## src/rtl/store_buffer_pkg.sv

```systemverilog
// rtl/store_buffer_pkg.sv - shared types, widths and byte-lane helpers for the store buffer
package store_buffer_pkg;

    localparam int SB_DEPTH_DEFAULT = 4;
    localparam int SB_ADDR_W        = 32;
    localparam int SB_DATA_W        = 32;
    localparam int SB_LANES         = SB_DATA_W / 8;
    localparam int SB_LANE_W        = $clog2(SB_LANES);

    typedef struct packed {
        logic [SB_ADDR_W-1:0] addr;
        logic [SB_DATA_W-1:0] wdata;
        logic                 byte_op;
    } sb_entry_t;

    // Lanes touched by an access starting at its own address.
    function automatic logic [SB_LANES-1:0] access_lanes(input logic is_byte);
        return is_byte ? SB_LANES'(1) : {SB_LANES{1'b1}};
    endfunction

    // True when byte address a falls inside the access [base .. base+size-1], modulo 2^SB_ADDR_W.
    function automatic logic covers(input logic [SB_ADDR_W-1:0] base,
                                    input logic                 is_byte,
                                    input logic [SB_ADDR_W-1:0] a);
        logic [SB_ADDR_W-1:0] off;
        off = a - base;
        return is_byte ? (off == '0) : (off < SB_ADDR_W'(SB_LANES));
    endfunction

endpackage

```

## src/rtl/store_buffer_if.sv

```systemverilog
// rtl/store_buffer_if.sv - MEM-stage request and DataMemory port bundle for the store buffer
interface store_buffer_if
    import store_buffer_pkg::*;
#(
    parameter int ADDRESS_WIDTH = SB_ADDR_W,
    parameter int DATA_WIDTH    = SB_DATA_W
) ();

    logic                     req_valid;
    logic                     req_write;
    logic                     req_byte;
    logic [ADDRESS_WIDTH-1:0] req_addr;
    logic [DATA_WIDTH-1:0]    req_wdata;
    logic                     stall;
    logic [DATA_WIDTH-1:0]    load_data;
    logic                     empty;
    logic                     mem_WE;
    logic                     mem_addr_mode;
    logic [ADDRESS_WIDTH-1:0] mem_A;
    logic [DATA_WIDTH-1:0]    mem_WD;
    logic [DATA_WIDTH-1:0]    mem_RD;

    modport master (
        output req_valid, req_write, req_byte, req_addr, req_wdata, mem_RD,
        input  stall, load_data, empty, mem_WE, mem_addr_mode, mem_A, mem_WD
    );

    modport slave (
        input  req_valid, req_write, req_byte, req_addr, req_wdata, mem_RD,
        output stall, load_data, empty, mem_WE, mem_addr_mode, mem_A, mem_WD
    );

endinterface

```

## src/rtl/sb_forward_match.sv

```systemverilog
// rtl/sb_forward_match.sv - youngest-first overlap search of buffered stores against a load
module sb_forward_match
    import store_buffer_pkg::*;
#(
    parameter int DEPTH = SB_DEPTH_DEFAULT,
    localparam int PTR_W = $clog2(DEPTH)
) (
    input  sb_entry_t            entries [DEPTH],
    input  logic [DEPTH-1:0]     valid,
    input  logic [PTR_W-1:0]     head,
    input  logic [SB_ADDR_W-1:0] load_addr,
    input  logic                 load_byte,
    output logic                 hit_full,
    output logic                 hit_partial,
    output logic [SB_DATA_W-1:0] fwd_data
);

    logic [PTR_W-1:0]    idx;
    logic [SB_LANES-1:0] need;
    logic [SB_LANES-1:0] cov;
    logic [SB_LANE_W-1:0] lane;

    // Walk oldest to youngest so the last overlapping entry (the youngest) decides the result.
    always_comb begin
        hit_full    = 1'b0;
        hit_partial = 1'b0;
        fwd_data    = '0;
        idx         = '0;
        cov         = '0;
        lane        = '0;
        need        = access_lanes(load_byte);
        for (int k = 0; k < DEPTH; k++) begin
            idx = head + PTR_W'(k);
            cov = '0;
            for (int j = 0; j < SB_LANES; j++) begin
                cov[j] = need[j] & covers(entries[idx].addr, entries[idx].byte_op,
                                          load_addr + SB_ADDR_W'(j));
            end
            if (valid[idx] && (cov != '0)) begin
                hit_full    = (cov == need);
                hit_partial = (cov != need);
                fwd_data    = '0;
                for (int j = 0; j < SB_LANES; j++) begin
                    lane = load_addr[SB_LANE_W-1:0] + SB_LANE_W'(j)
                         - entries[idx].addr[SB_LANE_W-1:0];
                    if (cov[j]) begin
                        fwd_data[j*8 +: 8] = entries[idx].wdata[{lane, 3'b000} +: 8];
                    end
                end
            end
        end
    end

endmodule

```

## src/rtl/store_buffer.sv

```systemverilog
// rtl/store_buffer.sv - store FIFO between MEM stage and DataMemory with load forwarding and port arbitration
module store_buffer
    import store_buffer_pkg::*;
#(
    parameter int DEPTH = SB_DEPTH_DEFAULT
) (
    input  logic         clk,
    input  logic         rst,
    store_buffer_if.slave bus
);

    localparam int PTR_W = $clog2(DEPTH);

    sb_entry_t            entries [DEPTH];
    sb_entry_t            head_entry;
    logic [PTR_W-1:0]     head;
    logic [PTR_W-1:0]     tail;
    logic [PTR_W:0]       count;
    logic [DEPTH-1:0]     valid;
    logic                 is_load;
    logic                 is_store;
    logic                 full;
    logic                 push;
    logic                 pop;
    logic                 load_owns;
    logic                 hit_full;
    logic                 hit_partial;
    logic [SB_DATA_W-1:0] fwd_data;

    assign is_load    = bus.req_valid & ~bus.req_write;
    assign is_store   = bus.req_valid &  bus.req_write;
    assign full       = (count == (PTR_W+1)'(DEPTH));
    // A load that only partly overlaps a buffered store yields the port so the head can drain.
    assign load_owns  = is_load & ~hit_partial;
    assign push       = is_store & ~full;
    assign pop        = ~load_owns & (count != '0);
    assign head_entry = entries[head];

    always_comb begin
        valid = '0;
        for (int i = 0; i < DEPTH; i++) begin
            valid[i] = ({1'b0, PTR_W'(PTR_W'(i) - head)} < count);
        end
    end

    sb_forward_match #(.DEPTH(DEPTH)) u_match (
        .entries     (entries),
        .valid       (valid),
        .head        (head),
        .load_addr   (bus.req_addr),
        .load_byte   (bus.req_byte),
        .hit_full    (hit_full),
        .hit_partial (hit_partial),
        .fwd_data    (fwd_data)
    );

    always_ff @(posedge clk or posedge rst) begin
        if (rst) begin
            head  <= '0;
            tail  <= '0;
            count <= '0;
        end else begin
            if (push) begin
                tail <= tail + PTR_W'(1);
            end
            if (pop) begin
                head <= head + PTR_W'(1);
            end
            if (push && !pop) begin
                count <= count + (PTR_W+1)'(1);
            end else if (pop && !push) begin
                count <= count - (PTR_W+1)'(1);
            end
        end
    end

    // Entry payload needs no reset: validity comes from head/count alone.
    always_ff @(posedge clk) begin
        if (push) begin
            entries[tail] <= '{addr: bus.req_addr, wdata: bus.req_wdata, byte_op: bus.req_byte};
        end
    end

    always_comb begin
        bus.mem_WE        = 1'b0;
        bus.mem_addr_mode = 1'b0;
        bus.mem_A         = '0;
        bus.mem_WD        = '0;
        if (load_owns) begin
            bus.mem_A         = bus.req_addr;
            bus.mem_addr_mode = bus.req_byte;
        end else if (pop) begin
            bus.mem_WE        = 1'b1;
            bus.mem_A         = head_entry.addr;
            bus.mem_WD        = head_entry.wdata;
            bus.mem_addr_mode = head_entry.byte_op;
        end
    end

    always_comb begin
        bus.stall     = (is_store & full) | (is_load & hit_partial);
        bus.load_data = '0;
        if (is_load) begin
            if (hit_full) begin
                bus.load_data = fwd_data;
            end else if (bus.req_byte) begin
                bus.load_data = {{(SB_DATA_W-8){1'b0}}, bus.mem_RD[7:0]};
            end else begin
                bus.load_data = bus.mem_RD;
            end
        end
    end

    assign bus.empty = (count == '0);

endmodule

```

## src/flat_wrapper.sv

```systemverilog
// flat-port wrapper written by rule: the top's interface ports become plain ports
module store_buffer_flat import store_buffer_pkg::*;
#(
    parameter int DEPTH = SB_DEPTH_DEFAULT
)
  (clk, rst, bus_req_valid, bus_req_write, bus_req_byte, bus_req_addr, bus_req_wdata, bus_mem_RD, bus_stall, bus_load_data, bus_empty, bus_mem_WE, bus_mem_addr_mode, bus_mem_A, bus_mem_WD);
  store_buffer_if bus_i ();
  input  logic clk;
  input  logic rst;
  input wire logic [$bits(bus_i.req_valid)-1:0] bus_req_valid;
  input wire logic [$bits(bus_i.req_write)-1:0] bus_req_write;
  input wire logic [$bits(bus_i.req_byte)-1:0] bus_req_byte;
  input wire logic [$bits(bus_i.req_addr)-1:0] bus_req_addr;
  input wire logic [$bits(bus_i.req_wdata)-1:0] bus_req_wdata;
  input wire logic [$bits(bus_i.mem_RD)-1:0] bus_mem_RD;
  output wire logic [$bits(bus_i.stall)-1:0] bus_stall;
  output wire logic [$bits(bus_i.load_data)-1:0] bus_load_data;
  output wire logic [$bits(bus_i.empty)-1:0] bus_empty;
  output wire logic [$bits(bus_i.mem_WE)-1:0] bus_mem_WE;
  output wire logic [$bits(bus_i.mem_addr_mode)-1:0] bus_mem_addr_mode;
  output wire logic [$bits(bus_i.mem_A)-1:0] bus_mem_A;
  output wire logic [$bits(bus_i.mem_WD)-1:0] bus_mem_WD;
  assign bus_i.req_valid = bus_req_valid;
  assign bus_i.req_write = bus_req_write;
  assign bus_i.req_byte = bus_req_byte;
  assign bus_i.req_addr = bus_req_addr;
  assign bus_i.req_wdata = bus_req_wdata;
  assign bus_i.mem_RD = bus_mem_RD;
  assign bus_stall = bus_i.stall;
  assign bus_load_data = bus_i.load_data;
  assign bus_empty = bus_i.empty;
  assign bus_mem_WE = bus_i.mem_WE;
  assign bus_mem_addr_mode = bus_i.mem_addr_mode;
  assign bus_mem_A = bus_i.mem_A;
  assign bus_mem_WD = bus_i.mem_WD;
  store_buffer #(.DEPTH(DEPTH)) u_core (.clk(clk), .rst(rst), .bus(bus_i));
endmodule
```

## config.mk

```make
export PLATFORM = sky130hd
export DESIGN_NAME = store_buffer_flat
export DESIGN_NICKNAME = d
export VERILOG_FILES = /design/src/rtl/store_buffer_pkg.sv /design/src/rtl/store_buffer_if.sv /design/src/rtl/sb_forward_match.sv /design/src/rtl/store_buffer.sv /design/src/flat_wrapper.sv
export SDC_FILE = /design/constraint.sdc
export NUM_CORES = 2
export LEC_CHECK = 0
export CORE_ASPECT_RATIO = 0.7
export CORE_MARGIN = 3
export CORE_UTILIZATION = 25
export CTS_CLUSTER_SIZE = 10
export DETAILED_ROUTE_END_ITERATION = 10
export GPL_ROUTABILITY_DRIVEN = 0
export HOLD_SLACK_MARGIN = 0.1
export PLACE_DENSITY = 0.43
export SETUP_SLACK_MARGIN = 0.02
export SYNTH_ARGS = -nofsm -noshare
export SYNTH_HDL_FRONTEND = slang
export SYNTH_HIERARCHICAL = 1
export SYNTH_SLANG_ARGS = --single-unit
```

## constraint.sdc

```tcl
create_clock -name clk -period 21.4 [get_ports clk]
set_input_delay 4.28 -clock clk [delete_from_list [all_inputs] [get_ports clk]]
set_output_delay 4.28 -clock clk [all_outputs]
set_load 0.005 [all_outputs]
```

==> flow_metrics.py <==
metrics = {
    "critical_path": {
        "reg2reg_slack_ns": 10.64,
        "cp-endpoint": "bus_mem_A[15]",
        "endpoint_kind": "output port",
        "cp-startpoint": "bus_req_addr[4]",
        "rr_endpoint": "u_core/count[2]",
        "crit_fanout": 35,
        "cp-start-kind": "input pin",
        "r2r-start": "u_core/head[0]",
        "max_stage_delay_ns": 1.13,
        "crit_slowest_cell": "clkdlybuf4s50_1",
        "cp.required_ns": 17.12,
        "path_class": "input pin to output port",
        "crit_buf_inv": 6,
        "cp_top_family": "simple AND/OR/NAND/NOR gates",
        "cpMostUsedCell": "buf_4",
        "arrival_ns": 15.89,
        "reg2reg_depth": 27,
        "worst-path-stages": 29,
    },
    "floorplan": {
        "pin_count": 201,
        "initial_core_util_pct": 25.3,
        "num_rows": 141,
        "die-width_um": 561,
        "fp.coreArea_sq_um": 213000,
        "die_h_um": 394,
        "die_area_sq_um": 221000,
    },
    "sta": {
        "drv_slew": 5,
        "finalSetupTns_ns": 0,
        "final.setup_skew_ns": 0.0177,
        "setup_violations": 0,
        "finalCritPeriodShare_pct": 94.3,
        "finalHoldViolCount": 0,
        "worst_pin_slew_ns": 1.50,
        "fin_crit_ns": 20.17,
        "max_clock_freq_ghz": 0.0496,
        "rsz0062_at_grt": "false",
        "maxSlewHeadroom_pct": -3.00,
    },
    "detailed_routing": {
        "ant_nets": 0,
        "vias": 59529,
        "vias_per_cell": 6.14,
        "drc": 0,
        "drtPass1Iterations": 8,
        "wl_per_cell_um": 31.1,
        "drt_iter0_markers": 9211,
        "wl_um": 302000,
    },
    "yosys": {
        "synthesis.area_sq_um": 53800,
        "syn_nets": 7349,
        "ys_ff_latch": 267,
        "synthFlopType": "edfxtp_1",
        "synth_edf_count": 260,
        "synthDistinctLibCells": 123,
        "yosysWarnings": 6,
        "syn_inst": 6743,
        "synthArstFlopShare_pct": 2.62,
        "synth.yosys.seq_area_share_pct": 14.8,
        "avgSynthCellArea_sq_um": 7.98,
    },
    "finish": {
        "fin_util_pct": 28.5,
        "n_fill_cell": 22752,
        "instances_no_fill": 9698,
        "final_common_cell": "nand2_1",
        "multi_input_area_sq_um": 43500,
        "area.growth.synth_to_final_pct": 12.5,
        "nets": 7400,
        "most-common-layout-cells": "nand2_1 (670), a21oi_1 (589), nor2_1 (522), ha_1 (487), o21ai_0 (412)",
        "regArea_sq_um": 7990,
        "drive_gt1_share_pct": 9.19,
    },
    "clock_network": {
        "clk_root_buffer_cell": "clkbuf_16",
        "hold_buffers": 0,
        "path_clk_slew_ns": 0.05,
        "clk_latency_ns": 0.58,
        "cts_tree": "done",
        "clock-sinks": 267,
        "cts_setup_buffers": 0,
        "cts_buffers": 37,
        "clk_path_buf_depth": 3,
        "htreeDepth": 2,
        "post_cts_resize_count": 0,
    },
    "global_routing": {
        "use_met1_pct": 38.1,
        "antenna_found_initial": 30,
        "grt_overflow": 0,
        "grt.met3_usage_pct": 10.9,
        "grt_max_degree": 125,
        "groute.usage.overall_pct": 25.9,
        "first_global_vias": 52522,
        "top_usage_layer": "met1",
        "grt_pass1_wl_um": 415000,
        "grt_util_met2_pct": 33.0,
    },
    "power": {
        "total_power_mw": 11.7,
        "leakage_nw": 23.3,
        "peakVddDrop_uv": 125,
        "p_per_area_nw_per_um2": 193,
    },
    "outcome": {
        "violations": "max-capacitance violations, max-slew violations",
        "outcome": "complete, but fails checks",
    },
    "placement": {
        "portBuffers": 200,
        "dp_hpwl_um": 241000,
        "dp_cells": 9615,
    },
    "worst_hold_path": {
        "hp-class": "flop to flop",
    },
    "flow_run": {
        "maxCapViolations": 1,
    },
}
metrics by stage:
step                      setup slack, ns  area, sq um  hold WS [ns]
after CTS                            1.61        60500         0.563
after floorplan                      6.23        53800         0.512
final                                1.23        60600         0.558
after global routing                 1.02        60500         0.619
after global placement               1.65        59400         0.542
after detailed placement             1.58        59400         0.551
worst reg2reg max path, stage by stage, from the launching register on:
cell	delay, ns
dfrtp_4	0.76
buf_12	0.52
buf_4	0.96
mux4_2	0.59
inv_1	0.59
ha_1	0.49
a21oi_1	0.44
o211ai_1	0.15
a2111oi_0	0.67
nand4_1	0.16
nand4b_1	0.22
nor4_1	0.55
nand4_1	0.29
nor4_1	0.87
a221oi_1	0.16
o21a_1	0.29
or2_1	0.58
o311ai_1	0.23
a21oi_1	0.23
nor3b_4	0.21
buf_4	0.44
or2_4	0.27
ha_1	0.18
inv_1	0.06
fa_1	0.37
xor2_1	0.15
nor2_1	0.12
xor2_1	0.14
worst min path at each step:
stage          slack, ns  depth (start not counted)            from        endpoint
2_1_floorplan       0.51                          1  u_core/tail[1]  u_core/tail[1]
3_3_place_gp        0.54                          1  u_core/tail[1]  u_core/tail[1]
3_5_place_dp        0.55                          1  u_core/tail[1]  u_core/tail[1]
4_1_cts             0.56                          1  u_core/tail[1]  u_core/tail[1]
5_1_grt             0.62                          1  u_core/tail[1]  u_core/tail[1]
6_report            0.56                          1  u_core/tail[1]  u_core/tail[1]
power by group:
group / switching, mW / internal (mW) / total, mW
clock: 0.254 / 0.347 / 0.602
combinational: 6.78 / 3.61 / 10.4
sequential: 0.0779 / 0.643 / 0.721
final cells by class:
class / instances / share of cell area, %
inverter: 303 / 1.88
antenna: 19 / 0.0785
tap: 2860 / 5.91
sequential: 267 / 13.2
timing repair buffer: 360 / 5.32
clock inverter: 16 / 0.260
multi-input combinational: 5825 / 71.7
clock buffer: 48 / 1.61
registers in the layout (all words and copies together), names as in the netlist:
name / flops
u_core/count: 3
u_core/entries: 260
u_core/head: 2
u_core/tail: 2
cell usage after synthesis, types with 24 or more instances:
master,n,area share (%)
and4_1,24,0.39
a21oi_1,589,5.5
or2_2,28,0.33
nor3_1,152,1.4
and2_1,86,1.0
nand3_1,133,1.2
a21boi_0,25,0.35
a22oi_1,39,0.54
a211oi_1,118,1.6
nand2b_1,102,1.2
o21bai_1,48,0.67
or3_1,31,0.36
nor4_1,64,0.74
nor2b_1,111,1.3
o22ai_1,50,0.58
nor2_1,522,3.6
mux2i_1,176,3.3
o2111ai_1,53,0.86
and3_1,63,0.73
a2111oi_0,37,0.60
nand4_1,104,1.2
buf_2,25,0.23
a22o_1,46,0.75
o21ai_0,416,3.9
mux2_2,73,1.5
a21o_1,185,2.6
xor2_1,101,1.6
buf_1,52,0.36
edfxtp_1,260,15
nand2_1,670,4.7
or4_1,27,0.38
o211ai_1,92,1.3
a31oi_1,81,0.94
o32ai_1,31,0.50
ha_1,488,11
clkbuf_1,242,1.7
o31ai_1,44,0.61
xnor2_1,199,3.2
o221ai_1,33,0.54
inv_1,296,2.1
o21a_1,123,1.7
mux4_2,187,7.8
o31a_1,43,0.70
layer usage:
| metal | part of all wire, % | vias up | wire [um] |
|---|---|---|---|
| met2 | 37 | 3668 | 110000 |
| met1 | 45 | 29269 | 136000 |
| li1 | - | 26104 | - |
| met4 | 3.8 | 14 | 11300 |
| met3 | 14 | 474 | 43500 |
| met5 | 0.031 | - | 93 |
cells by family after synthesis:
logic type	after synthesis	synth area share [%]
simple gates	2246	20.7
mux	453	13.4
xor+xnor	315	5.47
buf+inv	651	4.86
fa+ha+maj	513	12.1
compound gates	2298	28.6
flops	267	14.8
No activity file was read; power rests on OpenSTA's default activity.
